<file path="src/rtl/dijkstra_node_ram_mp.sv">
// Multi-read-port node record memory for the Dijkstra engine: one RAM replica per read port,
// hardware init sweep, registered reads with optional write forwarding, and range checking.
module dijkstra_node_ram_mp #(
  parameter int unsigned           DATA_WIDTH     = 14,
  parameter int unsigned           ADDR_WIDTH     = 9,
  parameter int unsigned           DEPTH          = 15,
  parameter int unsigned           NUM_READ_PORTS = 2,
  parameter logic [DATA_WIDTH-1:0] INIT_VALUE     = '1,
  parameter bit                    BYPASS         = 1'b1
) (
  input  logic                               clk,
  input  logic                               reset_n,
  input  logic                               clear_start,
  input  logic                               wr_en,
  input  logic [ADDR_WIDTH-1:0]              wr_addr,
  input  logic [DATA_WIDTH-1:0]              wr_data,
  input  logic [NUM_READ_PORTS-1:0]          rd_en,
  input  logic [NUM_READ_PORTS*ADDR_WIDTH-1:0] rd_addr,
  output logic [NUM_READ_PORTS*DATA_WIDTH-1:0] rd_data,
  output logic [NUM_READ_PORTS-1:0]          rd_valid,
  output logic                               ready,
  output logic                               init_done,
  output logic                               addr_error
);

  localparam int unsigned      IDX_W    = (DEPTH > 1) ? $clog2(DEPTH) : 1;
  localparam logic [IDX_W-1:0] LAST_IDX = IDX_W'(DEPTH - 1);

  typedef enum logic {ST_INIT, ST_READY} state_e;

  state_e                  state_q, state_d;
  logic [IDX_W-1:0]        sweep_cnt_q, sweep_cnt_d;
  logic                    ready_q, ready_d;
  logic                    init_done_q, init_done_d;
  logic                    addr_error_q, addr_error_d;

  logic                      wr_oor_c;
  logic [NUM_READ_PORTS-1:0] rd_oor_c;
  logic                      wr_fire_c;
  logic                      mem_we_c;
  logic [IDX_W-1:0]          mem_waddr_c;
  logic [DATA_WIDTH-1:0]     mem_wdata_c;

  // Range checks are done at full address width so aliasing addresses are never accepted
  always_comb begin
    wr_oor_c = 32'(wr_addr) >= DEPTH;
    rd_oor_c = '0;
    for (int p = 0; p < int'(NUM_READ_PORTS); p++) begin
      rd_oor_c[p] = 32'(rd_addr[p*ADDR_WIDTH +: ADDR_WIDTH]) >= DEPTH;
    end
  end

  always_ff @(posedge clk or negedge reset_n) begin
    if (!reset_n) begin
      state_q      <= ST_INIT;
      sweep_cnt_q  <= '0;
      ready_q      <= 1'b0;
      init_done_q  <= 1'b0;
      addr_error_q <= 1'b0;
    end else begin
      state_q      <= state_d;
      sweep_cnt_q  <= sweep_cnt_d;
      ready_q      <= ready_d;
      init_done_q  <= init_done_d;
      addr_error_q <= addr_error_d;
    end
  end

  // clear_start overrides everything, including a same-cycle write
  always_comb begin
    state_d      = state_q;
    sweep_cnt_d  = sweep_cnt_q;
    ready_d      = ready_q;
    init_done_d  = 1'b0;
    addr_error_d = addr_error_q;
    wr_fire_c    = 1'b0;
    mem_we_c     = 1'b0;
    mem_waddr_c  = sweep_cnt_q;
    mem_wdata_c  = INIT_VALUE;
    if (clear_start) begin
      state_d      = ST_INIT;
      sweep_cnt_d  = '0;
      ready_d      = 1'b0;
      addr_error_d = 1'b0;
    end else begin
      case (state_q)
        ST_INIT: begin
          mem_we_c = 1'b1;
          if (sweep_cnt_q == LAST_IDX) begin
            state_d     = ST_READY;
            ready_d     = 1'b1;
            init_done_d = 1'b1;
          end else begin
            sweep_cnt_d = sweep_cnt_q + IDX_W'(1);
          end
        end
        ST_READY: begin
          wr_fire_c = wr_en && !wr_oor_c;
          if (wr_fire_c) begin
            mem_we_c    = 1'b1;
            mem_waddr_c = wr_addr[IDX_W-1:0];
            mem_wdata_c = wr_data;
          end
          if ((wr_en && wr_oor_c) || (|(rd_en & rd_oor_c))) begin
            addr_error_d = 1'b1;
          end
        end
      endcase
    end
  end

  for (genvar p = 0; p < int'(NUM_READ_PORTS); p++) begin : g_port
    logic [DATA_WIDTH-1:0] mem_q [DEPTH];
    logic [DATA_WIDTH-1:0] rd_data_q, rd_data_d;
    logic                  rd_valid_q, rd_valid_d;
    logic [ADDR_WIDTH-1:0] raddr_c;
    logic                  hit_c;

    assign raddr_c = rd_addr[p*ADDR_WIDTH +: ADDR_WIDTH];
    assign hit_c   = BYPASS && wr_fire_c && (raddr_c == wr_addr);

    // Replica RAM: no reset, every write is mirrored into each port's copy
    always_ff @(posedge clk) begin
      if (mem_we_c) begin
        mem_q[mem_waddr_c] <= mem_wdata_c;
      end
    end

    always_comb begin
      rd_valid_d = ready_q && rd_en[p];
      rd_data_d  = rd_data_q;
      if (rd_valid_d) begin
        if (rd_oor_c[p]) begin
          rd_data_d = INIT_VALUE;
        end else if (hit_c) begin
          rd_data_d = wr_data;
        end else begin
          rd_data_d = mem_q[raddr_c[IDX_W-1:0]];
        end
      end
    end

    always_ff @(posedge clk or negedge reset_n) begin
      if (!reset_n) begin
        rd_valid_q <= 1'b0;
        rd_data_q  <= '0;
      end else begin
        rd_valid_q <= rd_valid_d;
        rd_data_q  <= rd_data_d;
      end
    end

    assign rd_data[p*DATA_WIDTH +: DATA_WIDTH] = rd_data_q;
    assign rd_valid[p]                         = rd_valid_q;
  end

  assign ready      = ready_q;
  assign init_done  = init_done_q;
  assign addr_error = addr_error_q;

endmodule

</file>
<file path="config.mk">
export PLATFORM = sky130hd
export DESIGN_NAME = dijkstra_node_ram_mp
export DESIGN_NICKNAME = d
export VERILOG_FILES = /design/src/rtl/dijkstra_node_ram_mp.sv
export SDC_FILE = /design/constraint.sdc
export NUM_CORES = 1
export LEC_CHECK = 0
export BUFFER_PORTS_ARGS = -buffer_cell sky130_fd_sc_hd__buf_2
export CAP_MARGIN = 20
export CORE_UTILIZATION = 35
export CTS_BUF_LIST = sky130_fd_sc_hd__clkbuf_8
export DETAILED_ROUTE_END_ITERATION = 10
export PLACE_DENSITY = 0.63
export SLEW_MARGIN = 20
export SYNTH_ARGS = -nofsm -noshare
export SYNTH_HDL_FRONTEND = slang
export SYNTH_SLANG_ARGS = --single-unit
</file>
<file path="constraint.sdc">
create_clock -name clk -period 2.59 [get_ports clk]
set_input_delay 0.3885 -clock clk [delete_from_list [all_inputs] [get_ports clk]]
set_output_delay 0.3885 -clock clk [all_outputs]
set_load 0.005 [all_outputs]
</file>
==> out/metrics.yaml, run 1 <==
status:
  status: "completed"
clocking:
  cts_sinks: 248
  clockBufferDepth: 3
  htree_levels: 2
  cts_root_buf: "clkbuf_8"
  post_cts_buffers: 0
  cts_tree: "done"
  clkLatencyLatePin_ns: 0.54
  cts.clk_slew.worst_paths_ns: 0.06
  cts_resized: 0
  cts_buffers: 41
worst_setup_path:
  crit_family: "simple AND/OR/NAND/NOR gates"
  required_ns: 2.81
  cp.buffers_inverters: 2
  startpoint_type: "flop"
  crit_top_cell: "buf_4"
  rr_endpoint: "g_port[1].mem_q[4][4]"
  rr_startpoint: "state_q"
  slowest_delay_ns: 0.41
  worst-path-max-fanout: 12
  reg2reg_depth: 7
  crit_slowest_cell: "dfrtp_1"
  path_cells: "and3b_1 -> and4b_2 -> buf_4 -> nor3b_1 -> o21ai_0 -> nor2_1 -> buf_4"
  worstPathArrival_ns: 2.66
  end_kind: "flop"
  crit_type: "flop to flop"
  reg2reg_setup_slack_ns: 0.15
sta:
  finalCriticalPeriod_ns: 2.44
  tns_ns: 0
  fmax_ghz: 0.410
  fin_skew_ns: 0.0274
  fin_crit_sh_pct: 94.3
  drv_slew: 0
  setup_viol: 0
  timing_worst_slew_pin_value_ns: 0.906
  finalHoldViolCount: 0
  maxSlewHeadroom_pct: 39.6
  rsz0062_at_grt: "yes"
final_layout:
  fin_nets: 937
  area_growth_pct: 17.2
  drive_gt1_share_pct: 34.3
  multiInputGateArea_um2: 4410
  diodes: 0
  nFillCells: 3056
  post-route-util_pct: 41.9
  regArea_um2: 7260
worst_hold_path:
  worstHoldStart: "wr_data[4]"
  hold_depth: 2
  hp-class: "input port to flop"
  min_to: "g_port[0].rd_data_q[4]"
grt:
  grt_overflow: 0
  grt_pass1_wl_um: 49400
  grt_max_degree: 43
  antenna_found_initial: 0
  grt_pass1_vias: 7773
  grt_usage_pct: 18.9
synthesis:
  synth_area_leaders: "edfxtp_1, mux4_2, dfrtp_1"
  synth_area_per_cell_um2: 15.9
  yosysTopAreaCell: "edfxtp_1"
  synth_most_common_cell: "edfxtp_1"
  synth-main-ff-cell: "edfxtp_1"
  synthXorXnorAreaFrac_pct: 1.53
  yosys.area_share.adder_pct: 0.208
  syn_nets: 807
  synth_simple_gate_area_share_pct: 6.19
  ys_async_sr_fraction_pct: 15.3
  yosys_register_bits: 248
  yosysUniqueCellTypes: 47
  ys_seq_area_share_pct: 60.3
  yosys_warnings: 0
  synth-compound-area-share_pct: 6.68
  synth_top_area_share_pct: 52.4
  synth_edf_count: 210
  synth_top_family_by_area: "multiplexers"
  syn_inst: 758
  synth_common_cells: "edfxtp_1, mux4_2, mux2i_1"
  post_synth_mux_area_share_pct: 21.9
  syn_area_um2: 12000
route:
  viasPerCell: 5.58
  wl_per_cell_um: 24.0
  num_vias: 7599
  first_pass_iters: 5
  drt_wl_total_um: 32700
  drt_first_iter_violations: 697
  drc: 0
  ant_nets: 0
floorplan:
  io_pins: 80
  die_w_um: 188
  start_util_pct: 35.7
  design.die.area_um2: 35200
  core_area_um2: 33700
  die_y_um: 188
  fp-row-count: 67
power:
  vdd_drop_max_uv: 261
  leakage_nw: 5.22
  power.total_mw: 8.19
  powerDensity_nw_per_um2: 580
placed_design:
  dp_hpwl_um: 23000
  gp_congestion: 0.838
  port_buffers: 79
flow_run:
  drv_cap: 0
[cell type report]
cell class / instances / share of cell area, %
Multi-Input combinational cell: 428 / 31.2
Tap cell: 448 / 3.97
Sequential cell: 248 / 51.4
Clock buffer: 41 / 4.00
Timing Repair Buffer: 148 / 7.68
Inverter: 21 / 0.558
Clock inverter: 29 / 1.17
[power breakdown]
group	switching, mW	leakage, nW	internal, mW
logic	0.367	2.25	0.296
clock network	1.52	0.399	1.67
registers	0.0227	2.57	4.32
total	1.91	5.22	6.28
[logic make-up after synthesis]
logic type | Yosys count
and+or+nand+nor | 138
DFF | 248
xor gates and xnor gates | 21
buffers and inverters | 82
muxes | 155
AOI/OAI and AO/OA | 112
adders and majority gates | 2
[metal layers]
layer  up-vias  wire length [um]  global-route usage (%)
met1      3910             13700                    25.0
met4         0               815                    5.63
met2       310             15800                    31.4
met3        62              2380                    4.10
met5         -                 0                       0
li1       3317                 -                       -
[flip-flops by register name, indices dropped and copies added, names as in the netlist]
| signal | count |
|---|---|
| state_q | 1 |
| ready | 1 |
| sweep_cnt_q | 4 |
| init_done | 1 |
| addr_error | 1 |
| g_port.rd_data_q | 28 |
| g_port.rd_valid_q | 2 |
| g_port.mem_q | 210 |
[how the worst max path moves through the flow]
stage                 from                     to  slack [ns]  cells past startpoint
2_1_floorplan  clear_start  g_port[1].mem_q[1][0]       -0.10                      8
3_3_place_gp    wr_addr[7]  g_port[1].mem_q[5][6]       -0.12                      8
3_5_place_dp    wr_addr[7]  g_port[1].mem_q[4][8]       -0.12                      8
4_1_cts            state_q  g_port[1].mem_q[4][4]        0.19                      7
5_1_grt            state_q  g_port[1].mem_q[4][4]       -0.05                      7
6_report           state_q  g_port[1].mem_q[4][4]        0.15                      7
[placed cells by master, fill, tap and decap left out, types with 20 or more instances in the layout]
master and instances:
inv_1 28, buf_4 57, nor2_1 38, mux2_2 28, edfxtp_1 210, dfrtp_1 38
xor2_1 20, nor3_1 20, nand2b_1 29, mux4_2 84, clkbuf_8 41, mux2i_1 43
buf_2 77
[metrics by stage]
stage / setup slack [ns] / cell area [um2] / instances / hold slack [ns]
4_1_cts: 0.194 / 14100 / 1363 / 0.108
5_1_grt: -0.0456 / 14100 / 1363 / 0.142
3_5_place_dp: -0.120 / 13400 / 1292 / 0.500
3_3_place_gp: -0.123 / 13400 / 1292 / 0.488
2_1_floorplan: -0.105 / 12100 / 758 / 0.0929
6_report: 0.149 / 14100 / 1363 / 0.142
[what timing repair did]
item,in CTS,in global routing
hold buffers,1,0
endpoints found under the hold margin,33,0
setup endpoints to repair,0,8
[worst reg2reg max path, stage by stage (launching register included)]
cell	delay, ns
dfrtp_1	0.41
and3b_1	0.19
and4b_2	0.32
buf_4	0.20
nor3b_1	0.16
o21ai_0	0.25
nor2_1	0.31
buf_4	0.26
No activity file was read; power rests on OpenSTA's default activity.
==> run 2: changes to the inputs <==
- PLACE_DENSITY: 0.63 -> unset
- PLACE_DENSITY_LB_ADDON: unset -> 0.15
- clock period: 2.59 -> 2.4 ns (I/O delays scaled with it)
==> run 2 against run 1 <==
Effect of this change: clock power rose by 18%; sequential power rose by 7.8%; setup slack got worse by 0.0039 ns; die area did not move; critical path depth fell by 1; critical endpoint is now g_port[1].mem_q[13][7]; combinational power rose by 19%; non-clock buffer count rose by 19; wire length rose by 9.1%; sequential share of layout area fell by 1.5 points; first-iteration DRC count fell by 11%.
==> out/metrics.yaml, run 2 (synthesized netlist as in run 1, its figures left out) <==
status:
  status: "completed"
final_layout:
  largest_reg_flops: 210  # unchanged
  fin_area_um2: 14500  # +2.9%
  final_common_cell: "edfxtp_1"
  fin_nets: 958  # +2.2%
  final_cell_mix: "edfxtp_1, mux4_2, buf_2, buf_4, clkbuf_8"
  post-route-util_pct: 43.1  # +1.2 points
  area_growth_pct: 20.7
  drive_gt1_share_pct: 38.1  # +3.8 points
  diodes: 0  # unchanged
  final_cells: 1391  # +2.1%
  biggestRegsByFlops: "g_port.mem_q x210, g_port.rd_data_q x28, sweep_cnt_q x4"
  top_register: "g_port.mem_q"
sta:
  setup_ws_ns: 0.145  # -0.00388 ns
  timing_worst_slew_pin_value_ns: 0.837  # -0.0692 ns
  finalHoldViolCount: 0  # unchanged
  fin_skew_ns: 0.0282  # +0.000803 ns
  setup_viol: 0  # unchanged
  tns_ns: 0  # unchanged
  whs_ns: 0.0992  # -0.0424 ns
  rsz0062_at_grt: "no"
  drv_slew: 0  # unchanged
  fmax_ghz: 0.443  # +8.3%
  fin_crit_sh_pct: 94.0  # -0.29 points
  finalCriticalPeriod_ns: 2.26  # -0.186 ns
  maxSlewHeadroom_pct: 44.2  # +4.6 points
route:
  first_pass_iters: 5  # unchanged
  viasPerCell: 5.57  # -0.13%
  wl_per_cell_um: 25.6  # +6.9%
  ant_nets: 0  # unchanged
  drt_wl_total_um: 35600  # +9.1%
  drc: 0  # unchanged
  num_vias: 7745  # +1.9%
  drt_first_iter_violations: 617  # -11%
grt:
  grt_pass1_wl_um: 53200  # +7.5%
  antenna_found_initial: 0  # unchanged
  grt_usage_pct: 20.6  # +1.7 points
  grt_max_degree: 53  # +23%
  grt_overflow: 0  # unchanged
  grt_pass1_vias: 8066  # +3.8%
worst_setup_path:
  worst-path-max-fanout: 20  # +8
  end_kind: "flop"
  reg2reg_depth: 6  # -1
  startpoint_type: "flop"
  reg2reg_setup_slack_ns: 0.14  # about the same
  crit_type: "flop to flop"
  required_ns: 2.60  # -0.21 ns
  worstPathArrival_ns: 2.45  # -0.21 ns
floorplan:
  fp-row-count: 67  # unchanged
  design.die.area_um2: 35200  # unchanged
  core_area_um2: 33700  # unchanged
  start_util_pct: 35.7  # unchanged
  die_w_um: 188  # unchanged
  die_y_um: 188  # unchanged
  io_pins: 80  # unchanged
placed_design:
  placed_cell_area_um2: 13700  # +2.1%
  dp_slack_ns: -0.307  # -0.188 ns
  gp_congestion: 0.918  # +9.6%
  post-place-cells: 1311  # +1.5%
  port_buffers: 79  # unchanged
  dp_hpwl_um: 25300  # +10%
clocking:
  cts_buffers: 43  # +4.9%
  cts_root_buf: "clkbuf_8"
  clockBufferDepth: 3  # unchanged
  htree_levels: 2  # unchanged
  clkLatencyLatePin_ns: 0.58  # +0.04 ns
  cts_tree: "done"
  post_cts_buffers: 0  # unchanged
  cts.clk_slew.worst_paths_ns: 0.06  # about the same
  cts_sinks: 248  # unchanged
power:
  leakage_nw: 5.40  # +3.4%
  vdd_drop_max_uv: 364  # +40%
  powerDensity_nw_per_um2: 635  # +9.4%
  power.total_mw: 9.22  # +13%
flow_run:
  drv_cap: 0  # unchanged
worst_hold_path:
  hp-class: "input port to flop"
  hold_depth: 2  # unchanged
==> run 2: worst max-delay path: stages (launching register included) <==
cell and delay [ns]:
dfrtp_1 0.37, and3b_1 0.18, and4b_2 0.25, buf_4 0.20, nor2_1 0.12, o21ai_1 0.25, nor2_4 0.52
==> run 2: worst paths after layout <==
kind,from,to
setup reg to reg,state_q,g_port[1].mem_q[13][7]
hold reg to reg,addr_error,addr_error
max in group asynchronous,reset_n,g_port[1].rd_data_q[9]
min in group asynchronous,reset_n,ready
setup / recovery,state_q,g_port[1].mem_q[13][7]
hold / removal,wr_data[11],g_port[0].rd_data_q[11]
==> run 2: metal layers <==
metal	GRT usage (%)	wire length, um	share of wire [%]
met5	0	0	0
met4	5.16	575	1.6
met3	5.15	2650	7.4
met2	32.1	16600	47
met1	29.0	15800	44
==> run 2: final cells by class <==
class / count / area [um2]
well taps: 448 / 561
repair buffers: 167 / 1340
flip-flops and latches: 248 / 7260
multi-input cells: 428 / 4450
clock buffers: 49 / 674
inverters: 21 / 78.8
fillers: 3051 / 19200
clock inverters: 30 / 173
==> run 2: what timing repair did <==
action	in CTS	in global routing
endpoints found under the setup margin	42	42
hold buffers	1	0
hold endpoints to repair	38	0
gates resized for setup	0	4
==> run 2: power by group <==
group          leakage [nW]  switching [mW]  internal (mW)  total, mW
clock network         0.487            1.75           2.00       3.75
logic                  2.35           0.434          0.352      0.786
registers              2.57          0.0251           4.67       4.69
total                  5.40            2.21           7.01       9.22
